File: src/rtl/wb_arbiter_if.sv
// wb_arbiter_if: shared Wishbone bus bundle between N masters, the arbiter and one slave
interface wb_arbiter_if #(
  parameter int NUM_MASTERS   = 2,
  parameter int WB_BUS_WIDTH  = 16,
  parameter int WB_ADDR_WIDTH = 32
);
  localparam int SW = WB_BUS_WIDTH / 8;
  logic [NUM_MASTERS-1:0]               m_cyc_i;
  logic [NUM_MASTERS-1:0]               m_stb_i;
  logic [NUM_MASTERS-1:0]               m_we_i;
  logic [NUM_MASTERS*WB_ADDR_WIDTH-1:0] m_addr_i;
  logic [NUM_MASTERS*WB_BUS_WIDTH-1:0]  m_data_i;
  logic [NUM_MASTERS*SW-1:0]            m_sel_i;
  logic [WB_BUS_WIDTH-1:0]              m_data_o;
  logic [NUM_MASTERS-1:0]               m_ack_o;
  logic [NUM_MASTERS-1:0]               m_err_o;
  logic [NUM_MASTERS-1:0]               m_stall_o;
  logic                                 s_cyc_o;
  logic                                 s_stb_o;
  logic                                 s_we_o;
  logic [WB_ADDR_WIDTH-1:0]             s_addr_o;
  logic [WB_BUS_WIDTH-1:0]              s_data_o;
  logic [SW-1:0]                        s_sel_o;
  logic [WB_BUS_WIDTH-1:0]              s_data_i;
  logic                                 s_ack_i;
  logic                                 s_err_i;
  logic                                 s_stall_i;
  // arbiter's face toward the masters
  modport slave (
    input  m_cyc_i, m_stb_i, m_we_i, m_addr_i, m_data_i, m_sel_i,
    output m_data_o, m_ack_o, m_err_o, m_stall_o
  );
  // arbiter's face toward the shared slave
  modport master (
    output s_cyc_o, s_stb_o, s_we_o, s_addr_o, s_data_o, s_sel_o,
    input  s_data_i, s_ack_i, s_err_i, s_stall_i
  );
endinterface

File: src/rtl/wb_arbiter.sv
// wb_arbiter: round-robin arbiter sharing one Wishbone slave among NUM_MASTERS masters;
// define WB_ARBITER_TIMEOUT_EN to add an ack watchdog that aborts a hung owner
module wb_arbiter #(
  parameter int NUM_MASTERS   = 2,
  parameter int WB_BUS_WIDTH  = 16,
  parameter int WB_ADDR_WIDTH = 32
`ifdef WB_ARBITER_TIMEOUT_EN
  , parameter int TIMEOUT     = 255
`endif
) (
  input  logic                   wb_clk_i,
  input  logic                   wb_reset_n_i,
  wb_arbiter_if.slave            m_bus,
  wb_arbiter_if.master           s_bus,
  output logic [NUM_MASTERS-1:0] grant_o
);
  localparam int NM = NUM_MASTERS;
  localparam int IW = $clog2(NUM_MASTERS);
  localparam int SW = WB_BUS_WIDTH / 8;
  logic          owner_valid_q, owner_valid_d;
  logic [IW-1:0] owner_q, owner_d, last_q, last_d, cand;
  logic [NM-1:0] req;
  logic          arb, abort;
  assign grant_o = owner_valid_q ? NM'(1) << owner_q : '0;
  // an aborted owner is treated as not requesting so it cannot win again at once
  assign req = m_bus.m_cyc_i & ~(abort ? grant_o : '0);
  assign arb = !owner_valid_q || !req[owner_q];
  // round-robin search from last+1; descending loop leaves the nearest requester
  always_comb begin
    owner_valid_d = owner_valid_q;
    owner_d       = owner_q;
    last_d        = last_q;
    cand          = '0;
    if (arb) begin
      owner_valid_d = 1'b0;
      for (int i = NM; i >= 1; i--) begin
        cand = IW'((int'(last_q) + i) % NM);
        if (req[cand]) begin
          owner_valid_d = 1'b1;
          owner_d       = cand;
          last_d        = cand;
        end
      end
    end
  end
  // ownership state; reset points last at the top master so master 0 wins first
  always_ff @(posedge wb_clk_i or negedge wb_reset_n_i) begin
    if (!wb_reset_n_i) begin
      owner_valid_q <= 1'b0;
      owner_q       <= '0;
      last_q        <= IW'(NM - 1);
    end else begin
      owner_valid_q <= owner_valid_d;
      owner_q       <= owner_d;
      last_q        <= last_d;
    end
  end
`ifdef WB_ARBITER_TIMEOUT_EN
  logic        abort_q, abort_d, inc;
  logic [15:0] cnt_q, cnt_d;
  assign abort = abort_q;
  // count stalled strobe cycles of the current tenure; hitting the limit raises a one-cycle abort
  always_comb begin
    inc     = owner_valid_q && m_bus.m_stb_i[owner_q] && !s_bus.s_ack_i && !s_bus.s_err_i && !abort_q;
    abort_d = inc && !arb && cnt_q == 16'(TIMEOUT - 1);
    cnt_d   = (s_bus.s_ack_i || s_bus.s_err_i || abort_q || abort_d || arb) ? '0 : inc ? cnt_q + 16'd1 : cnt_q;
  end
  // watchdog registers
  always_ff @(posedge wb_clk_i or negedge wb_reset_n_i) begin
    if (!wb_reset_n_i) begin
      cnt_q   <= '0;
      abort_q <= 1'b0;
    end else begin
      cnt_q   <= cnt_d;
      abort_q <= abort_d;
    end
  end
`else
  assign abort = 1'b0;
`endif
  assign s_bus.s_cyc_o  = owner_valid_q && !abort && m_bus.m_cyc_i[owner_q];
  assign s_bus.s_stb_o  = owner_valid_q && !abort && m_bus.m_stb_i[owner_q];
  assign s_bus.s_we_o   = owner_valid_q && m_bus.m_we_i[owner_q];
  assign s_bus.s_addr_o = owner_valid_q ? m_bus.m_addr_i[int'(owner_q)*WB_ADDR_WIDTH +: WB_ADDR_WIDTH] : '0;
  assign s_bus.s_data_o = owner_valid_q ? m_bus.m_data_i[int'(owner_q)*WB_BUS_WIDTH +: WB_BUS_WIDTH] : '0;
  assign s_bus.s_sel_o  = owner_valid_q ? m_bus.m_sel_i[int'(owner_q)*SW +: SW] : '0;
  assign m_bus.m_data_o  = s_bus.s_data_i;
  assign m_bus.m_ack_o   = grant_o & {NM{s_bus.s_ack_i}};
  assign m_bus.m_err_o   = grant_o & {NM{s_bus.s_err_i | abort}};
  assign m_bus.m_stall_o = ~grant_o | {NM{s_bus.s_stall_i}};
endmodule

File: src/flat_wrapper.sv
// flat-port wrapper written by rule: the top's interface ports become plain ports
module wb_arbiter_flat 
#(
  parameter int NUM_MASTERS   = 2,
  parameter int WB_BUS_WIDTH  = 16,
  parameter int WB_ADDR_WIDTH = 32

)
  (wb_clk_i, wb_reset_n_i, grant_o, m_bus_m_cyc_i, m_bus_m_stb_i, m_bus_m_we_i, m_bus_m_addr_i, m_bus_m_data_i, m_bus_m_sel_i, m_bus_m_data_o, m_bus_m_ack_o, m_bus_m_err_o, m_bus_m_stall_o, s_bus_s_cyc_o, s_bus_s_stb_o, s_bus_s_we_o, s_bus_s_addr_o, s_bus_s_data_o, s_bus_s_sel_o, s_bus_s_data_i, s_bus_s_ack_i, s_bus_s_err_i, s_bus_s_stall_i);
  wb_arbiter_if #(.NUM_MASTERS(NUM_MASTERS), .WB_BUS_WIDTH(WB_BUS_WIDTH), .WB_ADDR_WIDTH(WB_ADDR_WIDTH)) m_bus_i ();
  wb_arbiter_if #(.NUM_MASTERS(NUM_MASTERS), .WB_BUS_WIDTH(WB_BUS_WIDTH), .WB_ADDR_WIDTH(WB_ADDR_WIDTH)) s_bus_i ();
  input  logic wb_clk_i;
  input  logic wb_reset_n_i;
  output logic [NUM_MASTERS-1:0] grant_o;
  input wire logic [$bits(m_bus_i.m_cyc_i)-1:0] m_bus_m_cyc_i;
  input wire logic [$bits(m_bus_i.m_stb_i)-1:0] m_bus_m_stb_i;
  input wire logic [$bits(m_bus_i.m_we_i)-1:0] m_bus_m_we_i;
  input wire logic [$bits(m_bus_i.m_addr_i)-1:0] m_bus_m_addr_i;
  input wire logic [$bits(m_bus_i.m_data_i)-1:0] m_bus_m_data_i;
  input wire logic [$bits(m_bus_i.m_sel_i)-1:0] m_bus_m_sel_i;
  output wire logic [$bits(m_bus_i.m_data_o)-1:0] m_bus_m_data_o;
  output wire logic [$bits(m_bus_i.m_ack_o)-1:0] m_bus_m_ack_o;
  output wire logic [$bits(m_bus_i.m_err_o)-1:0] m_bus_m_err_o;
  output wire logic [$bits(m_bus_i.m_stall_o)-1:0] m_bus_m_stall_o;
  output wire logic [$bits(s_bus_i.s_cyc_o)-1:0] s_bus_s_cyc_o;
  output wire logic [$bits(s_bus_i.s_stb_o)-1:0] s_bus_s_stb_o;
  output wire logic [$bits(s_bus_i.s_we_o)-1:0] s_bus_s_we_o;
  output wire logic [$bits(s_bus_i.s_addr_o)-1:0] s_bus_s_addr_o;
  output wire logic [$bits(s_bus_i.s_data_o)-1:0] s_bus_s_data_o;
  output wire logic [$bits(s_bus_i.s_sel_o)-1:0] s_bus_s_sel_o;
  input wire logic [$bits(s_bus_i.s_data_i)-1:0] s_bus_s_data_i;
  input wire logic [$bits(s_bus_i.s_ack_i)-1:0] s_bus_s_ack_i;
  input wire logic [$bits(s_bus_i.s_err_i)-1:0] s_bus_s_err_i;
  input wire logic [$bits(s_bus_i.s_stall_i)-1:0] s_bus_s_stall_i;
  assign m_bus_i.m_cyc_i = m_bus_m_cyc_i;
  assign m_bus_i.m_stb_i = m_bus_m_stb_i;
  assign m_bus_i.m_we_i = m_bus_m_we_i;
  assign m_bus_i.m_addr_i = m_bus_m_addr_i;
  assign m_bus_i.m_data_i = m_bus_m_data_i;
  assign m_bus_i.m_sel_i = m_bus_m_sel_i;
  assign m_bus_m_data_o = m_bus_i.m_data_o;
  assign m_bus_m_ack_o = m_bus_i.m_ack_o;
  assign m_bus_m_err_o = m_bus_i.m_err_o;
  assign m_bus_m_stall_o = m_bus_i.m_stall_o;
  assign s_bus_s_cyc_o = s_bus_i.s_cyc_o;
  assign s_bus_s_stb_o = s_bus_i.s_stb_o;
  assign s_bus_s_we_o = s_bus_i.s_we_o;
  assign s_bus_s_addr_o = s_bus_i.s_addr_o;
  assign s_bus_s_data_o = s_bus_i.s_data_o;
  assign s_bus_s_sel_o = s_bus_i.s_sel_o;
  assign s_bus_i.s_data_i = s_bus_s_data_i;
  assign s_bus_i.s_ack_i = s_bus_s_ack_i;
  assign s_bus_i.s_err_i = s_bus_s_err_i;
  assign s_bus_i.s_stall_i = s_bus_s_stall_i;
  wb_arbiter #(.NUM_MASTERS(NUM_MASTERS), .WB_BUS_WIDTH(WB_BUS_WIDTH), .WB_ADDR_WIDTH(WB_ADDR_WIDTH)) u_core (.wb_clk_i(wb_clk_i), .wb_reset_n_i(wb_reset_n_i), .m_bus(m_bus_i), .s_bus(s_bus_i), .grant_o(grant_o));
endmodule
File: config.mk
export PLATFORM = sky130hd
export DESIGN_NAME = wb_arbiter_flat
export DESIGN_NICKNAME = d
export VERILOG_FILES = /design/src/rtl/wb_arbiter_if.sv /design/src/rtl/wb_arbiter.sv /design/src/flat_wrapper.sv
export SDC_FILE = /design/constraint.sdc
export NUM_CORES = 1
export LEC_CHECK = 0
export CAP_MARGIN = 20
export CORE_ASPECT_RATIO = 0.5
export CORE_MARGIN = 2
export CORE_UTILIZATION = 23
export DETAILED_ROUTE_END_ITERATION = 16
export GPL_TIMING_DRIVEN = 0
export PLACE_DENSITY_LB_ADDON = 0.12
export SYNTH_ARGS = -nofsm -noshare
export SYNTH_HDL_FRONTEND = slang
export SYNTH_SLANG_ARGS = --single-unit
export TNS_END_PERCENT = 100
File: constraint.sdc
create_clock -name wb_clk_i -period 1.5 [get_ports wb_clk_i]
set_clock_uncertainty 0.1 [all_clocks]
set_input_delay 0.15 -clock wb_clk_i [delete_from_list [all_inputs] [get_ports wb_clk_i]]
set_output_delay 0.15 -clock wb_clk_i [all_outputs]
set_load 0.02 [all_outputs]
==> results of run 1 <==
==> timing repair <==
action                     CTS  global route
gates resized for setup    301             8
setup buffers                0             2
setup endpoints to repair   61            58
hold endpoints to repair     0             0
pin swaps                    0             1
==> final timing paths <==
check	end	slack (ns)
max	s_bus_s_addr_o[0]	-0.07
min	u_core.owner_q	0.02
max reg2reg	u_core.last_q	0.29
min reg2reg	u_core.last_q	0.45
max in group asynchronous	u_core.last_q	1.06
min in group wb_clk_i	u_core.last_q	0.45
==> logic make-up (layout without fill, tap and decap cells) <==
family | count (synthesis) | after routing | share of synthesized area (%)
and+or+nand+nor | 65 | 65 | 31.4
muxes | 53 | 53 | 40.7
buffers and inverters | 30 | 223 | 19.6
AOI/OAI and AO/OA | 6 | 6 | 2.59
DFF | 3 | 3 | 5.85
==> flip-flops by register name, summed over array words and instances (netlist names) <==
| signal | count |
|---|---|
| u_core.owner_q | 1 |
| u_core.last_q | 1 |
| u_core.owner_valid_q | 1 |
==> power groups by stage <==
stage	registers [mW]	logic [mW]	clock network [mW]
floorplan	0.104	0.777	0
global placement	0.105	1.51	0
detailed placement	0.106	1.54	0
CTS	0.106	1.47	0.429
global route	0.107	1.56	0.442
finish	0.106	1.47	0.423
==> critical path, cell delays in order (launching register included) <==
cell	delay (ns)
dfrtp_1	0.34
buf_8	0.16
buf_12	0.15
mux2i_1	0.21
nor2b_1	0.08
buf_4	0.16
==> metal layers <==
metal,GRT usage (%),up-vias
li1,-,891
met1,16.2,791
met2,32.4,86
met3,3.93,6
met4,3.39,0
met5,0,-
==> cells in the final DEF, fill, tap and decap left out, types with 2 or more instances in the layout <==
cell type        count
buf_8                2
buf_4               63
and3_1               2
clkbuf_16            3
buf_12               5
mux2i_1             52
a21oi_1              4
nand2_1              2
buf_6                4
nand2b_1             3
and2_4               3
buf_2               16
clkbuf_2             2
clkdlybuf4s50_1    126
nor2b_1             53
==> cell type report <==
class                      instances  area [sq um]  share of cell area [%]
multi-input combinational        124           985                    30.4
sequential                         3          77.6                    2.40
buffer                            29           294                    9.09
inverter                           1          3.75                   0.116
timing repair buffer             189          1710                    52.7
tap                               73          91.3                    2.82
clock buffer                       4          78.8                    2.44
==> impl_metrics.ini, run 1 <==
[timing]
period_needed_ns = 1.57
maxSlewViolCount = 0
hold_ws_ns = 0.0162
slew_headroom_pct = 84.7
tightest_slew_ns = 0.229
fin_ws_ns = -0.0739
rsz0062_at_grt = yes
hold_viol_final = 0
setup_violations = 56
setup-tns-final_ns = -1.76
fmax_ghz = 0.635
post-route-period-util_pct = 105

[logic_synthesis]
netlist_area_sq_um = 1310
syn_nets = 284
synth-main-ff-cell = dfrtp_1
ys_top_cells_by_count = 53 x mux2i_1, 53 x nor2b_1, 17 x buf_4, 6 x buf_8, 4 x a21oi_1
synth-seq-area-share_pct = 5.85
synth.avg_cell_area_sq_um = 8.31
synth_area_leaders = mux2i_1 41%, nor2b_1 25%, buf_4 9.8%
synth_cell_types = 19
synth-async-reset-ratio_pct = 100
netlist_instances = 157
synth_edf_count = 0
yosys_warnings = 0
yosys.area.top_type = mux2i_1
synth.top_cell.area_share_pct = 40.7
synth-seq-cells = 3

[power]
p_sw_share_pct = 36.2
power.net_switching_mw = 0.724
pwr-share-seq_pct = 5.3
pwr-share-clk_pct = 21.2
p_total_mw = 2.00
power_frac_comb_pct = 73.5
power_leakage_nw = 1.50
p_int_mw = 1.28
peakVddDrop_uv = 324
power_density_nw_per_um2 = 619

[detailed_routing]
viasPerCell = 4.19
wirelength_um = 5490
vias = 1774
wl_met3_um = 408
wl_met1_um = 2000
wl_per_cell_um = 13.0
drt_pass1_iterations = 4
drc = 0
dr_wl_met2_um = 3050
first_iter_violations = 45
top_layer = met4
ant_nets = 0

[clock_network]
cts_tree = done
htree_levels = 1
clock-sinks = 3
cts_buffers = 3
clk_latency_ns = 0.22
holdBufCountCts = 0
clockBufferDepth = 2
cts.clk_slew.worst_paths_ns = 0.03
cts-root-buf = clkbuf_16

[final_layout]
finalCoreUtilization_pct = 59.2
area.growth.synth_to_final_pct = 148
n_fill_cell = 497
layout-drive-gt1-share_pct = 29.7
antenna_cells = 0
fin_cells = 423
design_area_sq_um = 3240
layout.nets = 478

[global_routing]
grt_max_degree = 11
track_usage_pct = 15.7
grt_pass1_vias = 1748
grt_overflow = 0
grt_pass1_wl_um = 8290
antenna_found_initial = 0

[setup_path]
worstSetupEndpointType = primary output
arrival_ns = 1.32
crit_start = u_core.owner_q
r2r_cells = 5
startpoint_type = flip-flop
r2r-start = u_core.owner_q
crit_required_ns = 1.25
worst-setup-path-type = flip-flop to primary output
cp_max_fo = 10

[placed_design]
io_buffers = 187
placed_cell_area_sq_um = 3270
post-place-ws_ns = -0.409
dp_cells = 417
place_congestion = 0.766
dpl.hpwl_um = 4710

[status]
violations = setup timing
status = finished, violations left

[floorplanning]
core_area_sq_um = 5470
row_count = 19
initial_core_util_pct = 23.9
die_w_um = 111
ioPinCount = 204
dieHeight_um = 57.3
die-area_sq_um = 6330

[job]
cap_viol_max_count = 0

[hold_path]
hp-class = input pin to async pin
(Power assumes the default switching activity.)
==> inputs of run 2 (changes only) <==
Settings changed: CTS_CLUSTER_SIZE set to 30.
==> results of run 2 <==
The final DEF is identical to that of run 1; final timing and power are the same.
==> edit 1, RTL diff (config.mk and constraints of run 1) <==
`WB_BUS_WIDTH` is set to 16 in 3 places; all go to 32.
--- a/src/rtl/wb_arbiter_if.sv
+++ b/src/rtl/wb_arbiter_if.sv
@@ -2,5 +2,5 @@
 interface wb_arbiter_if #(
   parameter int NUM_MASTERS   = 2,
-  parameter int WB_BUS_WIDTH  = 16,
+  parameter int WB_BUS_WIDTH  = 32,
   parameter int WB_ADDR_WIDTH = 32
 );
--- a/src/rtl/wb_arbiter.sv
+++ b/src/rtl/wb_arbiter.sv
@@ -3,5 +3,5 @@
 module wb_arbiter #(
   parameter int NUM_MASTERS   = 2,
-  parameter int WB_BUS_WIDTH  = 16,
+  parameter int WB_BUS_WIDTH  = 32,
   parameter int WB_ADDR_WIDTH = 32
 `ifdef WB_ARBITER_TIMEOUT_EN
--- a/src/flat_wrapper.sv
+++ b/src/flat_wrapper.sv
@@ -3,5 +3,5 @@
 #(
   parameter int NUM_MASTERS   = 2,
-  parameter int WB_BUS_WIDTH  = 16,
+  parameter int WB_BUS_WIDTH  = 32,
   parameter int WB_ADDR_WIDTH = 32
 
Ports: changed (6 resized); port bits go from 204 to 290. The function was not compared with the original's and may differ.
==> edit 1 against run 1 <==
- the run still ends with negative setup slack left
- global-route usage grew 1.2 points
- cell area grew 45%
- synthesized area grew 31%
- critical endpoint is now s_bus_s_addr_o[7]
- total power grew 36%
- sequential cell count is the same
- critical path depth grew 1
- via count grew 35%
- sequential power is essentially flat
- routed wire length grew 42%
- setup slack lost 0.11 ns
==> edit 1: results (changes against run 1) <==
[status]
outcome=finished, violations left  ; unchanged
violations=negative setup slack  ; unchanged

[sta]
tightest_slew_ns=0.2321  ; was 0.2291 ns
setup_tns_ns=-7.651  ; was -1.761 ns
holdWs_ns=0.01318  ; was 0.01622 ns
setup_slack_ns=-0.1813  ; was -0.07393 ns
setup_viol=77  ; was 56

[finish]
drive_gt1_share_pct=33.47  ; was 29.71%
num-nets-final=670  ; was 478
stdcell_count=586  ; was 423

[global_routing]
grt_pass1_wl_mm=11.27  ; was 8.286 mm
met2_usage_pct=34.41  ; was 32.43%
grt_max_degree=11  ; unchanged
grtUsageMet1_pct=17.29  ; was 16.23%
use_met3_pct=3.799  ; was 3.932%
first_global_vias=2325  ; was 1748
grt_usage_pct=16.81  ; was 15.66%
antenna_found_initial=0  ; unchanged

[worst_setup_path]
critical_path.max_stage_delay_ns=0.36  ; was 0.34 ns
r2r_end=u_core.last_q$_DFFE_PN1P_  ; unchanged
cp_max_fo=7  ; was 10
path_delay_family=buffers and inverters  ; unchanged
crit_path_top_delay_cell=dfrtp_1  ; unchanged
critPathRequiredTime_ns=1.25  ; about the same
reg2reg_slack_ns=0.27  ; was 0.29 ns

[placement]
placed_area_um2=4405  ; was 3268 um^2
dp_hpwl_mm=6.503  ; was 4.714 mm
pre_cts_slack_ns=-0.5445  ; was -0.4094 ns
dp_cells=566  ; was 417
portBuffers=257  ; was 187
gp_congestion=0.7394  ; was 0.7660

[routing]
wl_met2_mm=4.341  ; was 3.046 mm
drt_pass1_iterations=4  ; unchanged
top_layer=met4  ; unchanged
avgViaCountPerCell=4.082  ; was 4.194
dr_wl_met3_um=641  ; was 408 um
drtIter0Drc=41  ; was 45
wl_met1_mm=2.710  ; was 2.002 mm
wl_per_cell_um=13.34  ; was 12.99 um

[power_and_ir_drop]
leakagePower_nw=2.135  ; was 1.495 nW
seq_cell_power_uw=106  ; about the same
ir_drop_mv=0.3157  ; was 0.3244 mV
pwr-share-clk_pct=15.6  ; was 21.2%
swShare_pct=36.23  ; was 36.16%

[yosys]
synth.top_cells.by_count=mux2i_1 (71), nor2b_1 (71), buf_4 (37), clkbuf_1 (7), a21oi_1 (4)  ; was mux2i_1 (53), nor2b_1 (53), buf_4 (17), buf_8 (6), a21oi_1 (4)
yosys-top-cells-area=mux2i_1 (41%), nor2b_1 (26%), buf_4 (16%)  ; was mux2i_1 (41%), nor2b_1 (25%), buf_4 (9.8%)
yosysSeqAreaShare_pct=4.456  ; was 5.849%
syn_nets=392  ; was 284
yosysUniqueCellTypes=19  ; unchanged
ys.flop_type=dfrtp_1  ; unchanged
syn_avg_cell_area_um2=8.042  ; was 8.312 um^2

[clock_tree]
cts-buffers-inserted=3  ; unchanged
clk-insertion-delay-late_ns=0.22  ; about the same

-- edit 1: changes by cell type in the layout (fill, tap and decap cells not counted), sizes merged --
cell and delta:
mux2i +18, bufbuf +1, nor2b +18, clkdlybuf4s50 +52, clkdlybuf4s15 +9, buf +36
clkbuf +6
-- edit 1: logic make-up (layout without fill, tap and decap cells) --
group / after synthesis / count (layout) / share of synthesized area (%)
and+or+nand+nor: 83 / 83 / 30.17
muxes: 71 / 71 / 41.49
DFF: 3 / 3 / 4.456
buffers and inverters: 50 / 327 / 22.13
AOI/OAI and AO/OA: 6 / 6 / 1.753
-- edit 1: what timing repair did --
action / 4_1_cts / 5_1_grt
buffers inserted: 4 / 9
setup endpoints to repair: 79 / 77
gates cloned: 2 / 1
pin swaps: 1 / 1
gates resized for setup: 361 / 59
-- edit 1: how the worst max path moves through the flow --
stage,cells after the start,slack (ns),from,end
finish,6,-0.18,u_core.owner_q$_DFFE_PN0P_,s_bus_s_addr_o[7]
global route,6,-0.23,u_core.owner_q$_DFFE_PN0P_,s_bus_s_addr_o[14]
CTS,5,-0.18,u_core.owner_q$_DFFE_PN0P_,s_bus_s_data_o[20]
detailed placement,4,-0.54,u_core.owner_valid_q$_DFFE_PN0P_,s_bus_s_data_o[21]
global placement,4,-0.51,u_core.owner_valid_q$_DFFE_PN0P_,s_bus_s_data_o[20]
floorplan,5,0.05,u_core.owner_q$_DFFE_PN0P_,s_bus_s_addr_o[10]
-- edit 1: area by class of cell --
type                    instances  area (um^2)
repair buffers                273         2624
plain buffers                  49        460.4
flip-flops and latches          3        77.57
fillers                       681         2591
multi-input cells             160         1311
inverters                       1        3.754
clock buffers                   4        78.83
well taps                      96        120.1
==> edit 2, RTL diff (config.mk and constraints of run 1) <==
Without the edit above. Put a register stage on the output `m_bus.m_err_o`. The value now appears one clock later.
--- a/src/rtl/wb_arbiter.sv
+++ b/src/rtl/wb_arbiter.sv
@@ -87,5 +87,7 @@
   assign m_bus.m_data_o  = s_bus.s_data_i;
   assign m_bus.m_ack_o   = grant_o & {NM{s_bus.s_ack_i}};
-  assign m_bus.m_err_o   = grant_o & {NM{s_bus.s_err_i | abort}};
+  always_ff @(posedge wb_clk_i) begin
+    m_bus.m_err_o <= grant_o & {NM{s_bus.s_err_i | abort}};
+  end
   assign m_bus.m_stall_o = ~grant_o | {NM{s_bus.s_stall_i}};
 endmodule
Behaviour: not the same (Yosys sat finds a counterexample within 4 cycles, from zero or initial values and one cycle with wb_reset_n_i low).
==> edit 2 against run 1 <==
- the flow still finishes with violations (negative setup slack)
- total power is 4.9% lower
- highest routed layer unchanged
- via count is 2.9% higher
- routed wire length is 1.1% higher
- synthesized area is 9.7% lower
- critical path depth is 1 lower
- cell area is 1.8% lower
- sequential cell count is 2 higher
- setup slack worse by 0.073 ns
- sequential power is 56% higher
==> edit 2: results (changes against run 1) <==
[worst_setup_path]
rr_worst_depth=4  ; was 5
endpoint=m_bus_m_stall_o[0]  ; was s_bus_s_addr_o[0]

[finish]
seq_share_pct=3.701  ; was 2.398%
num-nets-final=487  ; was 478
final-clk-cell-share_pct=1.417  ; was 2.436%
drive_gt1_share_pct=30.64  ; was 29.71%
buffer_area_share_pct=64.88  ; was 61.79%
regArea_um2=117.6  ; was 77.57 um^2
non_clock_inverter_count=2  ; was 1
fillers=436  ; was 497

[yosys]
syn_nets=286  ; was 284
yosys-top-cells-area=mux2i_1 (45%), nor2_1 (17%), buf_4 (13%)  ; was mux2i_1 (41%), nor2b_1 (25%), buf_4 (9.8%)
synthArstFlopShare_pct=60.00  ; was 100.0%
ys.flop_type=dfxtp_1  ; was dfrtp_1
yosysSeqAreaShare_pct=9.873  ; was 5.849%

[global_routing]
grtUsageMet1_pct=16.61  ; was 16.23%
grt_pass1_wl_mm=7.935  ; was 8.286 mm

[sta]
setup_tns_ns=-2.606  ; was -1.761 ns
setup_slack_ns=-0.1467  ; was -0.07393 ns
tightest_slew_ns=0.2342  ; was 0.2291 ns
holdWs_ns=0.02067  ; was 0.01622 ns
setup_viol=57  ; was 56

[routing]
drtIter0Drc=37  ; was 45
wl_met2_mm=3.201  ; was 3.046 mm
avgViaCountPerCell=4.254  ; was 4.194

[power_and_ir_drop]
ir_drop_mv=0.3931  ; was 0.3244 mV
leakagePower_nw=1.592  ; was 1.495 nW

[placement]
dp_hpwl_mm=4.585  ; was 4.714 mm
placed_area_um2=3141  ; was 3268 um^2
pre_cts_slack_ns=-0.3635  ; was -0.4094 ns

[status]
violations=negative setup slack  ; unchanged
outcome=finished, violations left  ; unchanged

## edit 2: cell count changes in the layout (fill, tap and decap cells not counted), moves of 4 or more
cell	run 1	this run
buf_2	16	32
buf_6	4	8
buf_4	63	42
nor2b_1	53	0
clkbuf_2	2	6
nor2_1	0	53
## edit 2: report_power, final
| part | internal (mW) | total [mW] | switching [mW] |
|---|---|---|---|
| clock | 0.182 | 0.241 | 0.0594 |
| combinational | 0.836 | 1.50 | 0.661 |
| sequential | 0.155 | 0.165 | 0.0106 |
## edit 2: kinds of logic after synthesis
kind of cell              Yosys count  share of synthesized area, %
and+or+nand+nor                    64                         22.08
muxes                              53                         45.01
buffers and inverters              31                         19.64
AOI/OAI and AO/OA                   5                         2.653
DFF                                 5                         9.873
xor gates and xnor gates            1                        0.7432
## edit 2: what timing repair did
action / in CTS / in global routing
endpoints found under the setup margin: 59 / 57
pin swaps: 1 / 5
resized for setup: 160 / 126
cloned: 0 / 2
setup buffers: 3 / 4
hold buffers: 0 / 0
